## src/rtl/pwm_deadtime_pkg.sv

```systemverilog
// Shared motor-control definitions for the dead-time / gate-drive stage:
// per-leg state encoding and default widths.
package pwm_deadtime_pkg;

  localparam int DT_WIDTH_DEF = 8;
  localparam int PHASES_DEF   = 3;

  typedef enum logic [2:0] {
    PH_OFF    = 3'd0,
    PH_LO     = 3'd1,
    PH_DEAD_H = 3'd2,
    PH_HI     = 3'd3,
    PH_DEAD_L = 3'd4
  } phase_state_t;

endpackage

```

## src/rtl/pwm_deadtime_phase.sv

```systemverilog
// One half-bridge leg: dead-time FSM with a down-counter.
//
//   state     | meaning
//   ----------+----------------------------------------------------------
//   PH_OFF    | both switches off (reset, disable or fault)
//   PH_LO     | low-side switch on
//   PH_DEAD_H | both off, counting down before turning the high side on
//   PH_HI     | high-side switch on
//   PH_DEAD_L | both off, counting down before turning the low side on
//
// Gate outputs are registered and set together with the state they belong
// to, so they always reflect the state entered at the same edge.
module pwm_deadtime_phase
  import pwm_deadtime_pkg::*;
#(
  parameter int DT_WIDTH = DT_WIDTH_DEF
) (
  input  logic                clk,
  input  logic                rst,
  input  logic                pwm,
  input  logic [DT_WIDTH-1:0] dead_cycles,
  input  logic                kill,
  output logic                gate_hi,
  output logic                gate_lo
);

  localparam logic [DT_WIDTH-1:0] CNT_ONE = DT_WIDTH'(1);

  phase_state_t        r_state;
  logic [DT_WIDTH-1:0] r_cnt;
  logic                r_gate_hi;
  logic                r_gate_lo;
  logic [DT_WIDTH-1:0] w_load;

  // A programmed dead time of zero still gives one full both-off cycle;
  // this also keeps the counter from ever being loaded with zero.
  assign w_load = (dead_cycles == '0) ? CNT_ONE : dead_cycles;

  // Leg FSM, counter and gate registers; kill overrides every state.
  always_ff @(posedge clk or posedge rst) begin
    if (rst) begin
      r_state   <= PH_OFF;
      r_cnt     <= '0;
      r_gate_hi <= 1'b0;
      r_gate_lo <= 1'b0;
    end else begin
      r_gate_hi <= 1'b0;
      r_gate_lo <= 1'b0;
      if (kill) begin
        r_state <= PH_OFF;
        r_cnt   <= '0;
      end else begin
        case (r_state)
          PH_OFF: begin
            if (pwm) begin
              r_state <= PH_DEAD_H;
              r_cnt   <= w_load;
            end else begin
              r_state   <= PH_LO;
              r_gate_lo <= 1'b1;
            end
          end
          PH_LO: begin
            if (pwm) begin
              r_state <= PH_DEAD_H;
              r_cnt   <= w_load;
            end else begin
              r_gate_lo <= 1'b1;
            end
          end
          PH_DEAD_H: begin
            // A command that drops before the interval ends is swallowed.
            if (!pwm) begin
              r_state   <= PH_LO;
              r_gate_lo <= 1'b1;
            end else if (r_cnt == CNT_ONE) begin
              r_state   <= PH_HI;
              r_gate_hi <= 1'b1;
            end else begin
              r_cnt <= r_cnt - CNT_ONE;
            end
          end
          PH_HI: begin
            if (!pwm) begin
              r_state <= PH_DEAD_L;
              r_cnt   <= w_load;
            end else begin
              r_gate_hi <= 1'b1;
            end
          end
          PH_DEAD_L: begin
            if (pwm) begin
              r_state   <= PH_HI;
              r_gate_hi <= 1'b1;
            end else if (r_cnt == CNT_ONE) begin
              r_state   <= PH_LO;
              r_gate_lo <= 1'b1;
            end else begin
              r_cnt <= r_cnt - CNT_ONE;
            end
          end
          default: begin
            r_state <= PH_OFF;
            r_cnt   <= '0;
          end
        endcase
      end
    end
  end

  assign gate_hi = r_gate_hi;
  assign gate_lo = r_gate_lo;

endmodule

```

## src/rtl/pwm_deadtime.sv

```systemverilog
// Three-phase dead-time insertion and gate-drive safety stage.
// Holds the sticky fault latch and the shared kill term; each leg is an
// independent pwm_deadtime_phase instance.
module pwm_deadtime
  import pwm_deadtime_pkg::*;
#(
  parameter int DT_WIDTH = DT_WIDTH_DEF,
  parameter int PHASES   = PHASES_DEF
) (
  input  logic                clk,
  input  logic                rst,
  input  logic                enable,
  input  logic [PHASES-1:0]   pwm_in,
  input  logic [DT_WIDTH-1:0] dead_cycles,
  input  logic                fault_in,
  input  logic                fault_clr,
  output logic [PHASES-1:0]   gate_hi,
  output logic [PHASES-1:0]   gate_lo,
  output logic                fault_latched
);

  logic r_fault_latched;
  logic w_kill;

  // Sticky fault: a set request always wins over an acknowledge.
  always_ff @(posedge clk or posedge rst) begin
    if (rst) begin
      r_fault_latched <= 1'b0;
    end else if (fault_in) begin
      r_fault_latched <= 1'b1;
    end else if (fault_clr) begin
      r_fault_latched <= 1'b0;
    end
  end

  // Raw fault_in is included so the gates drop at the same edge that
  // first sees the fault, not one cycle later via the latch.
  assign w_kill = !enable || r_fault_latched || fault_in;

  for (genvar g = 0; g < PHASES; g++) begin : g_leg
    pwm_deadtime_phase #(
      .DT_WIDTH(DT_WIDTH)
    ) u_leg (
      .clk        (clk),
      .rst        (rst),
      .pwm        (pwm_in[g]),
      .dead_cycles(dead_cycles),
      .kill       (w_kill),
      .gate_hi    (gate_hi[g]),
      .gate_lo    (gate_lo[g])
    );
  end

  assign fault_latched = r_fault_latched;

endmodule
```

## config.mk

```make
export PLATFORM = sky130hd
export DESIGN_NAME = pwm_deadtime
export DESIGN_NICKNAME = d
export VERILOG_FILES = /design/src/rtl/pwm_deadtime_pkg.sv /design/src/rtl/pwm_deadtime_phase.sv /design/src/rtl/pwm_deadtime.sv
export SDC_FILE = /design/constraint.sdc
export NUM_CORES = 1
export LEC_CHECK = 0
export BUFFER_PORTS_ARGS = -buffer_cell sky130_fd_sc_hd__buf_2
export CORE_MARGIN = 4
export CORE_UTILIZATION = 55
export CTS_CLUSTER_SIZE = 10
export DETAILED_ROUTE_END_ITERATION = 8
export HOLD_SLACK_MARGIN = 0.1
export PLACE_DENSITY = 0.77
export SLEW_MARGIN = 30
export SYNTH_ARGS = -nofsm -noshare
export SYNTH_HDL_FRONTEND = slang
export SYNTH_SLANG_ARGS = --single-unit
```

## constraint.sdc

```tcl
create_clock -name clk -period 2.5 [get_ports clk]
set_input_delay 0.25 -clock clk [delete_from_list [all_inputs] [get_ports clk]]
set_output_delay 0.25 -clock clk [all_outputs]
set_load 0.03 [all_outputs]
```

==> impl_metrics.toml <==
[sta]
post-route-period-util_pct = 92.22
tns_ns = 0
hold_viol_final = 0
grt_setup_unrepaired = "false"
finalSetupViolations = 0
final_max_slew_viol_count = 0
fin_skew_ns = 0.003570
worstMarginPinSlew_ns = 0.7697
fin_crit_ns = 2.306
clock.fmax_mhz = 433.7
slew_headroom_pct = 48.69

[clock_network]
root_buffer = "clkbuf_8"
cts_buffers = 5
clkSinkCount = 40
clk_pin_slew_ns = 0.08
cts_tree = "built"
clk_path_buf_depth = 2
cts_resized = 0
clk_latency_ns = 0.29
htree_levels = 2

[route]
routed_wl_mm = 6.592
dr.pass1.iters = 5
vias_per_cell = 6.104
drtIter0Drc = 208
post-route-drc-count = 0
num_vias = 2472
detail_route.wl_per_cell_um = 16.28
ant_nets = 0

[global_routing]
antenna_found_initial = 0
track_usage_pct = 22.57
gr-total-overflow = 0
grt_max_degree = 41
grt_pass1_wl_mm = 10.98
grt_pass1_vias = 2200

[worst_setup_path]
end_kind = "flip-flop"
crit_buf_inv = 1
crit_path_start_kind = "flip-flop"
cp_cell_sequence = "inv_1 > ha_1 > nor4b_1 > or4b_1 > nand3_2 > and2_1 > o21ai_0"
cp_top_family = "simple AND/OR/NAND/NOR gates"
worstPathArrival_ns = 2.47
worst-setup-path-type = "reg -> reg"
crit_slowest_cell = "or4b_1"
crit_start = "g_leg[2].u_leg.r_cnt[1]"
path_max_fanout = 14
crit_path_max_incr_delay_ns = 0.51
required_ns = 2.66
r2r-start = "g_leg[2].u_leg.r_cnt[1]"

[cells_and_area]
nets = 359
diodes = 0
fillerInstances = 419
layout-drive-gt1-share_pct = 12.72
layout_common_cells = "40 x dfrtp_1, 29 x a21oi_1, 28 x nand2_1"
instances_no_fill = 405
area_growth_pct = 7.717
final_common_cell = "dfrtp_1"

[power_and_ir_drop]
powerDensity_nw_per_um2 = 451.3
combPwrFrac_pct = 14.5
p_switching_uw = 356.9
clkPwrFrac_pct = 33.9
p_seq_share_pct = 51.6
netSwitchingFraction_pct = 27.11
vdd_drop_max_mv = 0.2808
p_int_uw = 959.4
leakage_uw = 0.001211

[hold_path]
hold_class = "in -> reg"
min_from = "fault_in"

[floorplanning]
top_level_ports = 23
dieArea_um2 = 6110
die_width_um = 78.17
rows = 25
core_area_um2 = 4755
fp.dieH_um = 78.17
start_util_pct = 56.95

[synth]
yosys.area.top_type = "dfrtp_1"
synth_cells = 323
synth_async_sr_flop_share_pct = 100.0
synth_fp_nets = 345
synth-warning-count = 0
ys_types = 55
synth_top_area_share_pct = 36.97
netlist_area_um2 = 2708
synth_edf_count = 0
ys_seq_area_share_pct = 36.97
ys_ff_latch = 40
ys.flop_type = "dfrtp_1"
synth.area.top_cells = "dfrtp_1 37%, a21oi_1 5.4%, o21ai_0 4.1%"
synth_area_per_cell_um2 = 8.383

[job]
drv_cap = 0

[run_status]
status = "finished, final reports clean"

[place]
place.gp.congestion = 0.8948
port_buffers = 22
hpwl_mm = 4.569
placedCellCount = 396
==> cells by family after synthesis <==
kind of cell | count (synthesis) | synth area share, %
AND/OR/NAND/NOR | 126 | 24.72
AO/OA/AOI/OAI | 105 | 26.06
buffers and inverters | 40 | 7.486
flip-flops | 40 | 36.97
adder cells (fa/ha/maj) | 6 | 2.773
XOR/XNOR | 5 | 1.617
multiplexers | 1 | 0.3697
==> worst paths after layout <==
path / end / slack, ns / cells past startpoint
min in group asynchronous: g_leg[0].u_leg.gate_lo / 0.63 / 4
worst max register to register: g_leg[2].u_leg.r_cnt[6] / 0.19 / 7
max in group asynchronous: g_leg[0].u_leg.r_cnt[3] / 1.51 / 4
worst max-delay path: g_leg[2].u_leg.r_cnt[6] / 0.19 / 7
worst min register to register: g_leg[0].u_leg.r_cnt[4] / 0.54 / 2
worst min-delay path: fault_latched / 0.18 / 2
==> synth_stat cells (6+ instances only) <==
cell type,number
ha_1,6
nand2b_1,9
nand2_1,28
o21ai_0,22
nor3_1,15
inv_1,18
a32oi_1,9
nor2_1,26
clkbuf_1,11
nor2b_1,8
buf_4,8
a21oi_1,29
dfrtp_1,40
a22oi_1,6
==> layout make-up <==
| type | count | area, um2 | share of cell area, % |
|---|---|---|---|
| inverter | 18 | 67.56 | 2.317 |
| tap | 67 | 83.83 | 2.874 |
| clock buffer | 8 | 90.09 | 3.089 |
| sequential | 40 | 1001 | 34.32 |
| multi-input combinational | 243 | 1509 | 51.74 |
| timing repair buffer | 29 | 165.2 | 5.663 |
==> through the flow <==
step | worst slack [ns] | cell area, um2 | power [uW] | util (%) | hold slack [ns]
5_1_grt | 0.1071 | 2917 | 1380 | 61.34 | 0.1897
3_3_place_gp | 0.4445 | 2816 | 874.1 | 59.24 | 0.4066
4_1_cts | 0.2432 | 2917 | 1325 | 61.34 | 0.1778
2_1_floorplan | 0.4439 | 2708 | 818.9 | - | 0.3213
3_5_place_dp | 0.2390 | 2816 | 877.1 | 59.24 | 0.4041
6_report | 0.1944 | 2917 | 1316 | 61.34 | 0.1809
==> power by group through the flow <==
stage               clock network, uW  logic (uW)  registers (uW)
floorplan                           0         133             686
global placement                    0         184             691
detailed placement                  0         186             691
CTS                               458         189             679
global route                      488         211             682
finish                            447         190             679
==> registers in the layout, indices dropped and copies added (netlist names) <==
name / flops
g_leg.u_leg.r_state: 9
fault_latched: 1
g_leg.u_leg.gate_hi: 3
g_leg.u_leg.r_cnt: 24
g_leg.u_leg.gate_lo: 3
==> routing by layer <==
metal,share of wire [%],routed length [um],GRT usage [%]
met1,46,3038,32.45
met2,47,3126,35.36
met3,5.3,350,3.440
met4,1.2,76,6.469
met5,0,0,0
==> what timing repair did <==
item,4_1_cts,5_1_grt
setup buffers,0,0
endpoints found under the hold margin,40,0
setup endpoints to repair,0,0
hold buffers,1,0
No activity file was read; power rests on OpenSTA's default activity.
